## src/rtl/operand_holder.sv

```systemverilog
// Operand register bank: debounces the shared input bus and latches it into N operand slots.
// Optional feature macro OPERAND_HOLDER_RETRY_EN: unstable loads are held pending and retried.
module operand_holder #(
    parameter int WIDTH         = 8,
    parameter int NUM_OPS       = 2,
    parameter int STABLE_CYCLES = 2,
    parameter int IDXW          = (NUM_OPS > 1) ? $clog2(NUM_OPS) : 1
) (
    input  logic                       clock,
    input  logic                       reset_n,
    input  logic [WIDTH-1:0]           din,
    input  logic [2:0]                 sel,
    input  logic [IDXW-1:0]            op_idx,
    output logic [NUM_OPS*WIDTH-1:0]   ops,
    output logic [NUM_OPS-1:0]         valid,
    output logic                       stable,
    output logic                       loaded,
    output logic                       rejected,
    output logic                       pending
);

    localparam int RW = (STABLE_CYCLES > 1) ? $clog2(STABLE_CYCLES) : 1;
    localparam logic [RW-1:0]   RUN_MAX   = RW'(STABLE_CYCLES - 1);
    localparam logic [IDXW:0]   NUM_OPS_L = (IDXW + 1)'(NUM_OPS);
    localparam logic [2:0]      CMD_LOAD    = 3'b001;
    localparam logic [2:0]      CMD_CLR_ALL = 3'b100;
    localparam logic [2:0]      CMD_CLR_ONE = 3'b101;

    function automatic logic [NUM_OPS-1:0] slot_mask(input logic [IDXW-1:0] idx);
        logic [NUM_OPS-1:0] m;
        for (int k = 0; k < NUM_OPS; k++) begin
            m[k] = (IDXW'(k) == idx);
        end
        return m;
    endfunction

    function automatic logic [NUM_OPS*WIDTH-1:0] put_slot(
        input logic [NUM_OPS*WIDTH-1:0] bank,
        input logic [NUM_OPS-1:0]       mask,
        input logic [WIDTH-1:0]         val
    );
        logic [NUM_OPS*WIDTH-1:0] b;
        for (int k = 0; k < NUM_OPS; k++) begin
            b[k*WIDTH +: WIDTH] = mask[k] ? val : bank[k*WIDTH +: WIDTH];
        end
        return b;
    endfunction

    logic [WIDTH-1:0]         samp_r;
    logic [RW-1:0]            run_r;
    logic [RW-1:0]            run_n_s;
    logic                     stable_n_s;
    logic                     idx_ok_s;
    logic [NUM_OPS-1:0]       mask_s;
    logic [NUM_OPS*WIDTH-1:0] ops_c_s;
    logic [NUM_OPS-1:0]       valid_c_s;
    logic                     loaded_c_s;
    logic [NUM_OPS*WIDTH-1:0] ops_n_s;
    logic [NUM_OPS-1:0]       valid_n_s;
    logic                     loaded_n_s;
    logic                     rejected_n_s;
`ifdef OPERAND_HOLDER_RETRY_EN
    logic [IDXW-1:0]          pend_idx_r;
    logic [IDXW-1:0]          pend_idx_n_s;
    logic                     pend_c_s;
    logic                     pend_n_s;
    logic                     commit_s;
`endif

    // Next-state decode: debounce counter, command handling and pending retry.
    always_comb begin
        if (din == samp_r) begin
            if (run_r == RUN_MAX) begin
                run_n_s = RUN_MAX;
            end else begin
                run_n_s = run_r + RW'(1);
            end
        end else begin
            run_n_s = '0;
        end
        stable_n_s = (run_n_s == RUN_MAX);

        idx_ok_s     = ({1'b0, op_idx} < NUM_OPS_L);
        mask_s       = slot_mask(op_idx);
        ops_c_s      = ops;
        valid_c_s    = valid;
        loaded_c_s   = 1'b0;
        rejected_n_s = 1'b0;
`ifdef OPERAND_HOLDER_RETRY_EN
        pend_c_s     = pending;
        pend_idx_n_s = pend_idx_r;
`endif

        case (sel)
            CMD_LOAD: begin
                if (!idx_ok_s) begin
                    rejected_n_s = 1'b1;
                end else if (stable) begin
                    ops_c_s    = put_slot(ops, mask_s, samp_r);
                    valid_c_s  = valid | mask_s;
                    loaded_c_s = 1'b1;
`ifdef OPERAND_HOLDER_RETRY_EN
                    pend_c_s   = 1'b0;
`endif
                end else begin
`ifdef OPERAND_HOLDER_RETRY_EN
                    pend_c_s     = 1'b1;
                    pend_idx_n_s = op_idx;
`else
                    rejected_n_s = 1'b1;
`endif
                end
            end
            CMD_CLR_ALL: begin
                ops_c_s   = '0;
                valid_c_s = '0;
`ifdef OPERAND_HOLDER_RETRY_EN
                pend_c_s  = 1'b0;
`endif
            end
            CMD_CLR_ONE: begin
                if (!idx_ok_s) begin
                    rejected_n_s = 1'b1;
                end else begin
                    ops_c_s   = put_slot(ops, mask_s, '0);
                    valid_c_s = valid & ~mask_s;
`ifdef OPERAND_HOLDER_RETRY_EN
                    pend_c_s  = pending && (pend_idx_r != op_idx);
`endif
                end
            end
            default: begin
                rejected_n_s = 1'b0;
            end
        endcase

`ifdef OPERAND_HOLDER_RETRY_EN
        // A surviving pending load commits on the first stable edge.
        commit_s = pending && pend_c_s && stable;
        if (commit_s) begin
            ops_n_s    = put_slot(ops_c_s, slot_mask(pend_idx_r), samp_r);
            valid_n_s  = valid_c_s | slot_mask(pend_idx_r);
            loaded_n_s = 1'b1;
            pend_n_s   = 1'b0;
        end else begin
            ops_n_s    = ops_c_s;
            valid_n_s  = valid_c_s;
            loaded_n_s = loaded_c_s;
            pend_n_s   = pend_c_s;
        end
`else
        ops_n_s    = ops_c_s;
        valid_n_s  = valid_c_s;
        loaded_n_s = loaded_c_s;
`endif
    end

    // State and registered outputs.
    always_ff @(posedge clock or negedge reset_n) begin
        if (!reset_n) begin
            samp_r   <= '0;
            run_r    <= '0;
            stable   <= 1'b0;
            ops      <= '0;
            valid    <= '0;
            loaded   <= 1'b0;
            rejected <= 1'b0;
`ifdef OPERAND_HOLDER_RETRY_EN
            pending    <= 1'b0;
            pend_idx_r <= '0;
`endif
        end else begin
            samp_r   <= din;
            run_r    <= run_n_s;
            stable   <= stable_n_s;
            ops      <= ops_n_s;
            valid    <= valid_n_s;
            loaded   <= loaded_n_s;
            rejected <= rejected_n_s;
`ifdef OPERAND_HOLDER_RETRY_EN
            pending    <= pend_n_s;
            pend_idx_r <= pend_idx_n_s;
`endif
        end
    end

`ifndef OPERAND_HOLDER_RETRY_EN
    assign pending = 1'b0;
`endif

endmodule

```

## config.mk

```make
export PLATFORM = sky130hd
export DESIGN_NAME = operand_holder
export DESIGN_NICKNAME = d
export VERILOG_FILES = /design/src/rtl/operand_holder.sv
export SDC_FILE = /design/constraint.sdc
export NUM_CORES = 1
export LEC_CHECK = 0
export CORE_MARGIN = 8
export CORE_UTILIZATION = 30
export CTS_CLUSTER_SIZE = 20
export DETAILED_ROUTE_END_ITERATION = 16
export MAX_ROUTING_LAYER = met4
export PLACE_DENSITY_LB_ADDON = 0.3
export REMOVE_ABC_BUFFERS = 1
export SLEW_MARGIN = 25
export SYNTH_ARGS = -nofsm -noshare
export SYNTH_HDL_FRONTEND = slang
export SYNTH_SLANG_ARGS = --single-unit
```

## constraint.sdc

```tcl
create_clock -name clock -period 3.7 [get_ports clock]
set_clock_uncertainty 0.1 [all_clocks]
set_input_delay 0.74 -clock clock [delete_from_list [all_inputs] [get_ports clock]]
set_output_delay 0.74 -clock clock [all_outputs]
set_load 0.005 [all_outputs]
```

* After elaboration in Yosys (flattened, before gate mapping) *
Index checks and enable logic that the tools add are counted.

word-level totals
  output and inout port bits = 22
  register bits = 29
  word-level logic and storage cells = 39
  input port bits = 14

cells by class
  add/subtract/negate cells = 1
  equal/unequal tests = 9
  reduce and logical (&&, ||, !) cells = 4
  bitwise gates (word level) = 4
  multiplexer cells = 14

operators with widths
  kind                   count
  $pmux W16 S3           1
  $mux W8                4
  $mux W16               1
  $ne A2 B2 Y1 const B   5
  $eq A8 B8 Y1           1
  $reduce_and A4 Y1      2
  $eq A3 B3 Y1 const B   2
  $mux W1                6
  $pmux W2 S3            1
  $eq A3 B1 Y1 const B   1
  $reduce_bool A3 Y1     1
  $and A2 B2 Y2          1
  $mux W2                1
  $not A2 Y2             1
  $or A2 B2 Y2           1
  $reduce_and A2 Y1      1
  $add A1 B1 Y1 const B  1
  $not A1 Y1             1

* Logic depth before layout (Yosys ltp) *
Gate-level depths: netlist of the first run.

  word-level depth = 4
  gate-level depth with buffers = 5
  depth with buffers taken out = 3

* Least setup slack after synthesis of the first run *
OpenSTA, ideal clock, no wires.

  path type = input to register
  start point = input sel[2]
  end point = register ops[10]
  required time = 3.479 ns
  slack = 1.885 ns
  data arrival time = 1.594 ns
  library setup time = 0.121 ns
  stages on the path = 5
  buffers on the path = 2
  path through = buf_4 > a21oi_2 > or3_1 > buf_6 > a22o_1

on the way
  word-level cells in the longest chain between the ends = 3
  elaborated cells on any way between the ends = 9
  those cells by class = 6 x eq/ne; 1 x mux; 2 x reduce/logical

ends and longest elaborated chain
  what                                                                 line  source
  start, declared                                                      12    input logic [2:0] sel,
  $eq A3 B1 Y1 or $eq A3 B3 Y1 (tied branches)                         94    case (sel)
  $ne A2 B2 Y1 (no source line) or $reduce_bool A3 Y1 (tied branches)  --
  $reduce_and A4 Y1 (no source line)                                   --
  end signal, assigned                                                 176   ops <= ops_n_s;
  end, declared                                                        14    output logic [NUM_OPS*WIDTH-1:0] ops,

Several ways; a longest one is shown, not always the timed one.
A chain may end at the register's enable or synchronous reset.

* Worst setup path after layout of the first run *
  start point = input sel[1]
  end point = register ops[11]

Same word-level chain as after synthesis.

==> metrics.cfg, run 1 <==
[power_and_ir_drop]
p_total_mw=0.7034
vdd_drop_max_v=0.0001959
power_per_cell_area_nw_per_um2=444.4
leakagePower_nw=0.6765

[clock_network]
post_cts_buffers=0
cts_hold_buf=0
worstSkewPairLatency_ns=0.27
numCtsBuffers=5
clock_sinks=29
cts_buffer_depth=2
cts.htree.levels=2
clkTransAtPathRegs_ns=0.06
cts_resized=0
cts-root-buf=clkbuf_8
cts_tree=done

[final_layout]
layout_commonest_cell=clkdlybuf4s50_1
multi_input_area_um2=347.8
most-common-layout-cells=34 x clkdlybuf4s50_1, 29 x dfrtp_1, 16 x a22o_1
fin_nets=129
design_area_um2=1583
layout-area-overhead-vs-synth_pct=43.42
fillers=319
ff_latch_area_um2=725.7
num_antenna_cells=0
finalNonFillerCells=164
layout-drive-gt1-share=0.1121
finish.utilization=0.4389

[worst_setup_path]
cp-start-kind=input port
crit_path_top_delay_cell=nor3b_2
crit_path_end_kind=register
critPathLaunch=sel[1]
worstPathCellList=clkdlybuf4s50_1, nand3b_1, nor3b_2, a22o_1
crit_family=simple AND/OR/NAND/NOR gates
worstPathRequired_ns=3.81
worst_ep_arrival_time_ns=2.36
slowest_delay_ns=0.64
r2r-start=run_r
worstSetupPathType=input port to register
path_max_fanout=9
crit_buf_inv=1

[synth]
ys_seq_area_frac=0.6576
ys_warn_count=0
synth_seq_cells=29
post-synth-top-area-fraction=0.6576
syn_inst=77
ys_top_cells_by_area=dfrtp_1 66%, a22o_1 13%, xnor2_1 6.3%
ys_types=23
avgSynthCellArea_um2=14.33
yosys.area.top_type=dfrtp_1
syn-cell-area_um2=1104

[status]
status=finished, final reports clean

[floorplanning]
dieWidth_um=76.65
start_util=0.3060
die_y_um=76.65
core_um2=3606
die_area_um2=5875
ios=36
fp-row-count=22

[detailed_routing]
drc=0
wirelength_um=2648
vias_per_cell=4.640
initialDrtViolationCount=73
ant_nets=0
drt-pass1-iter-count=4
num_vias=761
wire_per_inst_um=16.15

[placement]
place.gp.congestion=0.7291
io_buffers=34
dp_cells=156
dp_hpwl_um=1884
placedInstanceArea_um2=1481
pre_cts_slack_ns=1.204

[sta]
holdWs_ns=0.4060
timing.slew.headroom=0.5246
max_clock_freq_mhz=443.6
fin_ws_ns=1.446
hold_viol_final=0
worstMarginPinSlew_ns=0.7100
fin_crit_ns=2.254
final.period_utilization=0.6093
setup_violations=0
grt_setup_unrepaired=false
final-max-slew-violation-count=0
setup-tns-final_ns=0

[grt]
grt_pass1_vias=802
grt_pass1_wl_um=4305
grt_max_degree=30
antenna_found_initial=0
gr-total-overflow=0
gr-usage-all-layers=0.09512

[run]
drv_cap=0

[min_path]
min_from=ops[12]
hold_class=register to register

worst reg2reg max path, delay by kind of cell, from the launching register on:
family	cells	cell delay [ns]
DFF	1	0.44
AOI/OAI and AO/OA	1	0.23
and+or+nand+nor	2	0.80
per-layer routing:
metal | GRT usage | up-vias | wire length [um]
li1 | - | 352 | -
met1 | 0.1211 | 374 | 1256
met2 | 0.1243 | 28 | 1161
met3 | 0.03497 | 7 | 173
met4 | 0.05769 | 0 | 56
met5 | - | - | 0
flip-flops by register name, indices dropped and copies added (netlist names):
register  cells
valid         2
loaded        1
rejected      1
run_r         1
samp_r        8
ops          16
power breakdown:
part           switching, mW  internal (mW)  leakage (nW)  total (mW)
logic                 0.0298         0.0459         0.238      0.0757
clock network          0.116          0.168        0.0542       0.284
registers             0.0117          0.332         0.384       0.344
layout make-up:
class,count,area share
clock buffers,7,0.06087
clock inverters,1,0.003162
multi-input cells,44,0.2198
flip-flops and latches,29,0.4585
well taps,48,0.03794
repair buffers,35,0.2198
worst paths after layout:
| path | end | slack, ns | cells past startpoint |
|---|---|---|---|
| min in group asynchronous | ops[10] | 0.75 | 2 |
| max in group asynchronous | ops[8] | 2.47 | 2 |
| worst max-delay path | ops[11] | 1.45 | 4 |
| worst min register to register | ops[12] | 0.41 | 1 |
| worst max register to register | ops[11] | 2.06 | 3 |
| worst min-delay path | ops[12] | 0.41 | 1 |
kinds of logic after synthesis:
family / count (synthesis) / synth area share
and+or+nand+nor: 15 / 0.09296
buffers and inverters: 4 / 0.02720
DFF: 29 / 0.6576
xor gates and xnor gates: 8 / 0.06349
AOI/OAI and AO/OA: 20 / 0.1553
other: 1 / 0.003398
cell usage after synthesis (all sizes together):
master,n
a211o,1
a21o,1
a21oi,1
a22o,16
buf,3
clkbuf,1
conb,1
dfrtp,29
nand2,1
nand2b,1
nand3b,2
nand4,2
nor2,1
nor2b,2
nor3,2
nor3b,1
nor4b,1
o21ai,1
or2,1
or3,1
xnor2,8
Note: power is estimated with default switching activity, not from simulation.
==> inputs of run 2 (changes only) <==
==> constraint.sdc (replaced) <==
create_clock -name clock -period 2.1 [get_ports clock]
set_clock_uncertainty 0.1 [all_clocks]
set_input_delay 0.42 -clock clock [delete_from_list [all_inputs] [get_ports clock]]
set_output_delay 0.42 -clock clock [all_outputs]
set_load 0.005 [all_outputs]
==> metrics.cfg, run 2 (same netlist as run 1, synthesis figures left out) <==
[status]
status=finished, final reports clean  ; unchanged

[grt]
antenna_found_initial=0  ; unchanged
gr-total-overflow=0  ; unchanged
grt_max_degree=30  ; unchanged
grt_pass1_vias=821  ; was 802
gr-usage-all-layers=0.09950  ; was 0.09512
grt_pass1_wl_um=4402  ; was 4305 um

[clock_network]
cts_tree=done  ; unchanged
post_cts_buffers=0  ; unchanged
cts_resized=0  ; unchanged
cts_buffer_depth=2  ; unchanged
worstSkewPairLatency_ns=0.27  ; about the same
clkTransAtPathRegs_ns=0.06  ; about the same
cts_hold_buf=0  ; unchanged
cts-root-buf=clkbuf_8  ; unchanged
clock_sinks=29  ; unchanged
cts.htree.levels=2  ; unchanged
numCtsBuffers=5  ; unchanged

[worst_setup_path]
slowest_delay_ns=0.58  ; was 0.64 ns
worst_ep_arrival_time_ns=1.87  ; was 2.36 ns
cp-start-kind=input port  ; unchanged
path_max_fanout=8  ; was 9
worstPathRequired_ns=2.16  ; was 3.81 ns
worstSetupPathType=input port to register  ; unchanged
worstPathCellList=clkdlybuf4s50_1, a21oi_2, or3_1, a22o_1  ; was clkdlybuf4s50_1, nand3b_1, nor3b_2, a22o_1
crit_path_end_kind=register  ; unchanged
crit_buf_inv=1  ; unchanged
crit_path_top_delay_cell=clkdlybuf4s50_1  ; was nor3b_2
crit_family=buffers and inverters  ; was simple AND/OR/NAND/NOR gates

[placement]
dp_hpwl_um=1913  ; was 1884 um
io_buffers=34  ; unchanged
place.gp.congestion=0.8003  ; was 0.7291
pre_cts_slack_ns=0.001187  ; was 1.204 ns

[final_layout]
top_register=ops  ; unchanged
layout-area-overhead-vs-synth_pct=47.05  ; was 43.42%
reg_top3=ops x16, samp_r x8, valid x2  ; unchanged
largest_reg_flops=16  ; unchanged
layout_commonest_cell=clkdlybuf4s50_1  ; unchanged
most-common-layout-cells=34 x clkdlybuf4s50_1, 29 x dfrtp_1, 16 x a22o_1  ; unchanged
fin_nets=134  ; was 129
num_antenna_cells=0  ; unchanged
layout-drive-gt1-share=0.1417  ; was 0.1121

[detailed_routing]
num_vias=774  ; was 761
vias_per_cell=4.607  ; was 4.640
drt-pass1-iter-count=4  ; unchanged
initialDrtViolationCount=43  ; was 73
wirelength_um=2654  ; was 2648 um
wire_per_inst_um=15.80  ; was 16.15 um
drc=0  ; unchanged
ant_nets=0  ; unchanged

[floorplanning]
dieWidth_um=76.65  ; unchanged
fp-row-count=22  ; unchanged
core_um2=3606  ; unchanged
die_y_um=76.65  ; unchanged
start_util=0.3060  ; unchanged
die_area_um2=5875  ; unchanged
ios=36  ; unchanged

[sta]
fin_crit_ns=1.816
hold_viol_final=0  ; unchanged
grt_setup_unrepaired=false  ; unchanged
fin_ws_ns=0.2841  ; was 1.446 ns
max_clock_freq_mhz=550.7
final-max-slew-violation-count=0  ; unchanged
final.period_utilization=0.8647
setup-tns-final_ns=0  ; unchanged
setup_violations=0  ; unchanged

[power_and_ir_drop]
p_clk_frac=0.419  ; was 0.404
swShare=0.2066  ; was 0.2242
power_frac_seq=0.474  ; was 0.489
vdd_drop_max_v=0.0002808  ; was 0.0001959 V
leakagePower_nw=0.7012  ; was 0.6765 nW
power.switching_mw=0.2640  ; was 0.1577 mW
power_per_cell_area_nw_per_um2=787.2  ; was 444.4 nW/um2
combPwrFrac=0.107  ; was 0.108
intPower_mw=1.014  ; was 0.5457 mW

[run]
drv_cap=0  ; unchanged

[min_path]
hold_class=register to register  ; unchanged

## run 2: area by class of cell
type                            instances  area [um2]
Clock buffer                            5       68.82
Clock inverter                          2       35.03
Fill cell                             333        1983
Multi-Input combinational cell         44       347.8
Sequential cell                        29       725.7
Tap cell                               48       60.06
Timing Repair Buffer                   40       385.4
## run 2: through the flow
| step | hold WS, ns | power [mW] | cell area (um2) | std cells | utilization |
|---|---|---|---|---|---|
| after floorplan | 0.02441 | 0.6573 | 1074 | 73 | - |
| after global placement | 0.3855 | 0.7530 | 1519 | 161 | 0.4212 |
| after detailed placement | 0.3944 | 0.7544 | 1519 | 161 | 0.4212 |
| after CTS | 0.4104 | 1.301 | 1623 | 168 | 0.4500 |
| after global routing | 0.4221 | 1.342 | 1623 | 168 | 0.4500 |
| final | 0.4045 | 1.278 | 1623 | 168 | 0.4500 |
## run 2: power groups by stage
stage | logic (mW) | clock network (mW) | registers [mW]
6_report | 0.136 | 0.535 | 0.606
5_1_grt | 0.150 | 0.583 | 0.609
4_1_cts | 0.139 | 0.556 | 0.606
3_5_place_dp | 0.138 | 0 | 0.616
3_3_place_gp | 0.138 | 0 | 0.615
2_1_floorplan | 0.0429 | 0 | 0.614
## run 2: path summary, 6_finish.rpt
check                          from       end  slack, ns  depth (start not counted)
max                          sel[0]   ops[14]       0.28                          4
min                        valid[0]  valid[0]       0.40                          1
max reg2reg                   run_r   ops[14]       0.59                          3
min reg2reg                valid[0]  valid[0]       0.40                          1
max in group asynchronous   reset_n    ops[3]       1.20                          2
min in group asynchronous   reset_n    ops[2]       0.43                          2
## run 2: routing by layer
layer / share of wire / vias to the layer above / wire length (um) / global-route usage
met3: 0.063 / 6 / 168 / 0.03963
met1: 0.46 / 378 / 1220 / 0.1179
li1: - / 360 / - / -
met2: 0.45 / 30 / 1188 / 0.1328
met4: 0.029 / 0 / 77 / 0.07308
met5: 0 / - / 0 / -
